[config.mk]
export PLATFORM = sky130hd
export DESIGN_NAME = aucohl_uart_rx
export DESIGN_NICKNAME = d
export VERILOG_FILES = /design/src/rtl/aucohl_uart_pkg.sv /design/src/rtl/aucohl_baud_tick.sv /design/src/rtl/aucohl_uart_rx.sv
export SDC_FILE = /design/constraint.sdc
export NUM_CORES = 1
export LEC_CHECK = 0
export ABC_AREA = 1
export ABC_CLOCK_PERIOD_IN_PS = 2000
export BUFFER_PORTS_ARGS = -buffer_cell sky130_fd_sc_hd__buf_4
export CORE_AREA = 2 2 71 73
export CTS_BUF_LIST = sky130_fd_sc_hd__clkbuf_4
export DETAILED_ROUTE_END_ITERATION = 10
export DIE_AREA = 0 0 73 75
export GPL_TIMING_DRIVEN = 0
export PLACE_DENSITY = 0.92
export SLEW_MARGIN = 20
export SYNTH_ARGS = -nofsm -noshare
export SYNTH_HDL_FRONTEND = slang
export SYNTH_SLANG_ARGS = --single-unit
[constraint.sdc]
create_clock -name i_clk -period 2 [get_ports i_clk]
set_input_delay 0.2 -clock i_clk [delete_from_list [all_inputs] [get_ports i_clk]]
set_output_delay 0.2 -clock i_clk [all_outputs]
set_load 0.01 [all_outputs]
[src/rtl/aucohl_uart_pkg.sv]
// Shared types and constants for the aucohl UART receiver.
// Frame layout: start bit, 8 data bits LSB first, optional parity bit, stop bit.
package aucohl_uart_pkg;

  localparam int OVERSAMPLE_DEF = 16;
  localparam int DATA_W         = 8;

  typedef enum logic [2:0] {
    ST_IDLE   = 3'd0,
    ST_START  = 3'd1,
    ST_DATA   = 3'd2,
    ST_PARITY = 3'd3,
    ST_STOP   = 3'd4
  } state_e;

  // Even parity holds when data plus parity bit has an even number of ones.
  function automatic logic parity_mismatch(input logic [DATA_W-1:0] data,
                                           input logic              par_bit,
                                           input logic              odd);
    return (^data) ^ par_bit ^ odd;
  endfunction

endpackage

[src/rtl/aucohl_baud_tick.sv]
// Oversample tick generator: down-counter that reloads clk_div at zero.
// The tick is high while the count is zero, so clk_div = 0 ticks every cycle.
module aucohl_baud_tick #(
  parameter int DIV_W = 16
) (
  input  logic             i_clk,
  input  logic             i_rst,
  input  logic             i_en,
  input  logic [DIV_W-1:0] i_clk_div,
  output logic             o_tick
);

  logic [DIV_W-1:0] r_cnt;

  always_ff @(posedge i_clk) begin
    if (i_rst) begin
      r_cnt <= '0;
    end else if (!i_en) begin
      r_cnt <= '0;
    end else if (r_cnt == '0) begin
      r_cnt <= i_clk_div;
    end else begin
      r_cnt <= r_cnt - 1'b1;
    end
  end

  assign o_tick = i_en && (r_cnt == '0);

endmodule

[src/rtl/aucohl_uart_rx.sv]
// UART receiver: 16x oversampled, mid-bit sampled, pushes good bytes into a FIFO.
// Errors are reported as one-cycle pulses; exactly one outcome per completed frame.
//
// state     | meaning
// ----------+-----------------------------------------------------------
// ST_IDLE   | line idle, waiting for a tick that sees rx low
// ST_START  | counting to mid-start; rx high there is a false start
// ST_DATA   | sampling 8 data bits at each bit centre, LSB first
// ST_PARITY | sampling the parity bit and latching the mismatch flag
// ST_STOP   | at mid-stop: frame error, parity error, overrun or write
module aucohl_uart_rx
  import aucohl_uart_pkg::*;
#(
  parameter int DIV_W      = 16,
  parameter int OVERSAMPLE = OVERSAMPLE_DEF
) (
  input  logic              i_clk,
  input  logic              i_rst,
  input  logic              i_en,
  input  logic [DIV_W-1:0]  i_clk_div,
  input  logic              i_rx,
  input  logic              i_parity_en,
  input  logic              i_parity_odd,
  input  logic              i_fifo_full,
  output logic              o_wr,
  output logic [DATA_W-1:0] o_wdata,
  output logic              o_frame_err,
  output logic              o_parity_err,
  output logic              o_overrun_err
);

  localparam int S_W = $clog2(OVERSAMPLE);
  localparam int B_W = $clog2(DATA_W);
  localparam logic [S_W-1:0] S_LAST = S_W'(OVERSAMPLE - 1);
  localparam logic [S_W-1:0] S_MID  = S_W'(OVERSAMPLE / 2 - 1);
  localparam logic [B_W-1:0] B_LAST = B_W'(DATA_W - 1);

  logic              w_tick;
  state_e            r_state;
  logic [S_W-1:0]    r_s;
  logic [B_W-1:0]    r_b;
  logic [DATA_W-1:0] r_shreg;
  logic              r_par_en;
  logic              r_par_odd;
  logic              r_perr;
  logic              r_wr;
  logic [DATA_W-1:0] r_wdata;
  logic              r_frame_err;
  logic              r_parity_err;
  logic              r_overrun_err;

  aucohl_baud_tick #(
    .DIV_W (DIV_W)
  ) u_baud_tick (
    .i_clk     (i_clk),
    .i_rst     (i_rst),
    .i_en      (i_en),
    .i_clk_div (i_clk_div),
    .o_tick    (w_tick)
  );

  always_ff @(posedge i_clk) begin
    if (i_rst) begin
      r_state       <= ST_IDLE;
      r_s           <= '0;
      r_b           <= '0;
      r_shreg       <= '0;
      r_par_en      <= 1'b0;
      r_par_odd     <= 1'b0;
      r_perr        <= 1'b0;
      r_wr          <= 1'b0;
      r_wdata       <= '0;
      r_frame_err   <= 1'b0;
      r_parity_err  <= 1'b0;
      r_overrun_err <= 1'b0;
    end else begin
      r_wr          <= 1'b0;
      r_frame_err   <= 1'b0;
      r_parity_err  <= 1'b0;
      r_overrun_err <= 1'b0;

      if (!i_en) begin
        r_state <= ST_IDLE;
        r_s     <= '0;
        r_b     <= '0;
      end else if (w_tick) begin
        case (r_state)
          ST_IDLE: begin
            if (!i_rx) begin
              r_state <= ST_START;
              r_s     <= '0;
            end
          end

          ST_START: begin
            if (r_s == S_MID) begin
              r_s <= '0;
              if (i_rx) begin
                r_state <= ST_IDLE;
              end else begin
                r_state   <= ST_DATA;
                r_b       <= '0;
                r_par_en  <= i_parity_en;
                r_par_odd <= i_parity_odd;
                r_perr    <= 1'b0;
              end
            end else begin
              r_s <= r_s + 1'b1;
            end
          end

          ST_DATA: begin
            if (r_s == S_LAST) begin
              r_s          <= '0;
              r_shreg[r_b] <= i_rx;
              if (r_b == B_LAST) begin
                r_b     <= '0;
                r_state <= r_par_en ? ST_PARITY : ST_STOP;
              end else begin
                r_b <= r_b + 1'b1;
              end
            end else begin
              r_s <= r_s + 1'b1;
            end
          end

          ST_PARITY: begin
            if (r_s == S_LAST) begin
              r_s     <= '0;
              r_perr  <= parity_mismatch(r_shreg, i_rx, r_par_odd);
              r_state <= ST_STOP;
            end else begin
              r_s <= r_s + 1'b1;
            end
          end

          ST_STOP: begin
            // Leave at mid-stop so a start bit right after the stop is caught.
            if (r_s == S_LAST) begin
              r_s     <= '0;
              r_state <= ST_IDLE;
              if (!i_rx) begin
                r_frame_err <= 1'b1;
              end else if (r_perr) begin
                r_parity_err <= 1'b1;
              end else if (i_fifo_full) begin
                r_overrun_err <= 1'b1;
              end else begin
                r_wr    <= 1'b1;
                r_wdata <= r_shreg;
              end
            end else begin
              r_s <= r_s + 1'b1;
            end
          end

          default: begin
            r_state <= ST_IDLE;
            r_s     <= '0;
            r_b     <= '0;
          end
        endcase
      end
    end
  end

  assign o_wr          = r_wr;
  assign o_wdata       = r_wdata;
  assign o_frame_err   = r_frame_err;
  assign o_parity_err  = r_parity_err;
  assign o_overrun_err = r_overrun_err;

endmodule

==> metrics.csv <==
metric,value,unit
status,completed,
wl_per_cell,13.5,um
grt_remaining_overflow,0,
ir_drop,0.786,mV
post-route-min-period,1790,ps
worstPathRequired,2270,ps
synth_edf_count,0,
ctsRootBufferMaster,clkbuf_4,
worstHoldPathType,in2reg,
rsz0062_at_grt,no,
dpl.cell_count,493,
antenna_cells,0,
cp_max_fo,10,
syn_inst,405,
async_flop_share,0,%
io_pins,35,
skew,9.61,ps
vias,2841,
ys.flop_type,dfxtp_1,
finalSetupViolations,0,
dp_hpwl,5110,um
grt_usage,26.1,%
finalSetupTns,0,ps
dp_slack,185,ps
die_w,73,um
clock_latency,370,ps
cp-start-kind,register,
cts_inserted_buffers,5,
hold_violations,0,
viasPerCell,5.66,
setup_slack,207,ps
grt_pass1_vias,2579,
first_pass_iters,7,
powerDensity,1030,mW/mm^2
synth_nets,433,
cts_buffer_depth,2,
clk_pin_slew,140,ps
max_freq,0.558,GHz
synth_area,0.00273,mm^2
leakage,1.32,nW
timing.final.max_slew_violations,0,
die_y,75,um
yosys_register_bits,49,
worst_slew_pin_slew,525,ps
io_buffers,34,
post_cts_buffers,0,
grt_max_degree,16,
utilization,68.1,%
rows,25,
gp_congestion,0.892,
start_util,58.7,%
fin_nets,475,
htree_levels,2,
cts_tree,yes,
instances_no_fill,502,
slew_headroom,65.0,%
avgSynthCellArea,6.75,um^2
antenna_found_initial,0,
drc_errors,0,
maxCapViolCount,0,
synthToLayoutAreaGrowth,16.1,%
first_iter_violations,231,
cts_sinks,49,
ys_seq_area_share,35.9,%
fin_area,0.00317,mm^2
ant_nets,0,
grt_pass1_wl,11300,um
yosysUniqueCellTypes,33,
yosysWarningCount,0,
wirelength,6790,um
drive_above_1_share,15.8,%
place_area,0.00306,mm^2
dieArea,0.00548,mm^2
cp.arrival,2060,ps
crit_path_end_kind,register,
fin_total_pwr,3.25,mW
core,0.00466,mm^2
crit_type,reg2reg,
whs,79.9,ps
fin_crit_sh,89.7,%
## worst paths after layout
kind | from | end | slack (ps) | cells past startpoint
max | r_s[0]$_SDFFE_PP0P_ | o_wdata[1]$_SDFFE_PP0P_ | 210 | 8
min | i_parity_odd | r_par_odd$_SDFFE_PP0P_ | 80 | 3
max reg2reg | r_s[0]$_SDFFE_PP0P_ | o_wdata[1]$_SDFFE_PP0P_ | 210 | 8
min reg2reg | u_baud_tick.r_cnt[0]$_SDFF_PP0_ | u_baud_tick.r_cnt[0]$_SDFF_PP0_ | 460 | 1
## metal layers
| layer | wire length (um) | GRT usage [%] | part of all wire (%) | vias to the layer above |
|---|---|---|---|---|
| li1 | - | - | - | 1418 |
| met1 | 2930 | 32.1 | 43 | 1277 |
| met2 | 3290 | 45.5 | 48 | 125 |
| met3 | 398 | 4.42 | 5.9 | 21 |
| met4 | 177 | 10.5 | 2.6 | 0 |
| met5 | 0 | 0 | 0 | - |
## power breakdown
group	switching [mW]	internal [mW]	leakage [nW]
Clock	0.323	0.387	0.0552
Sequential	0.102	1.07	0.397
Combinational	0.909	0.461	0.866
## cell usage after synthesis, types with 3 or more instances
cell type   n  share of area, %
a21oi_1    39               7.1
a31oi_1     7               1.6
clkbuf_1    5              0.69
dfxtp_1    49                36
ha_1        5               2.3
inv_1      48               6.6
inv_2       3              0.41
nand2_1    90                12
nand3_1    27               4.9
nand4_1    22               5.0
nor2_1     46               6.3
nor2_2      8               1.8
nor2_4      5               2.1
nor3_1      5              0.92
o21ai_0    18               3.3
xor2_1      7               2.2
## logic make-up after synthesis
| group | share of synthesized area, % |
|---|---|
| adder cells (fa/ha/maj) | 2.29 |
| XOR/XNOR | 2.88 |
| AO/OA/AOI/OAI | 13.3 |
| AND/OR/NAND/NOR | 36.2 |
| flip-flops | 35.9 |
| buffers and inverters | 9.38 |
## sequential cells by signal (all words and copies together), names as in the netlist
signal and flops:
r_state 3, r_shreg 8, r_par_en 1, r_b 3
o_wdata 8, o_overrun_err 1, o_wr 1, r_perr 1
o_parity_err 1, r_par_odd 1, u_baud_tick.r_cnt 16, o_frame_err 1
r_s 4
## cell usage in the layout, fill, tap and decap left out, types with 3 or more instances in the layout
cell type	instances
nand4_1	22
dfxtp_1	49
clkbuf_4	5
clkbuf_1	5
nor2_2	8
ha_1	5
nor2_4	5
inv_2	3
nor2_1	46
a21oi_1	39
nand2_1	90
nand3_1	27
a31oi_1	7
buf_4	36
inv_1	48
xor2_1	7
nor3_1	4
o21ai_0	18
## critical path, cell delays in order, from the launching register on
cell and delay [ps]:
dfxtp_1 400, ha_1 180, nand2_1 120, nor2_4 140
inv_2 80, nor2_2 350, nand3_2 240, nand2_1 130
a21oi_1 60
## timing repair
action	in CTS	in global routing
setup endpoints to repair	0	4
hold buffers	1	0
hold endpoints to repair	1	0
resized for setup	0	1
## layout make-up
class | count | area [um^2]
Multi-Input combinational cell | 294 | 1500
Fill cell | 388 | 1490
Sequential cell | 49 | 981
Timing Repair Buffer | 35 | 265
Inverter | 51 | 191
Tap cell | 54 | 67.6
Clock inverter | 3 | 65.1
Buffer | 11 | 65.1
Clock buffer | 5 | 37.5
(Power assumes the default switching activity.)
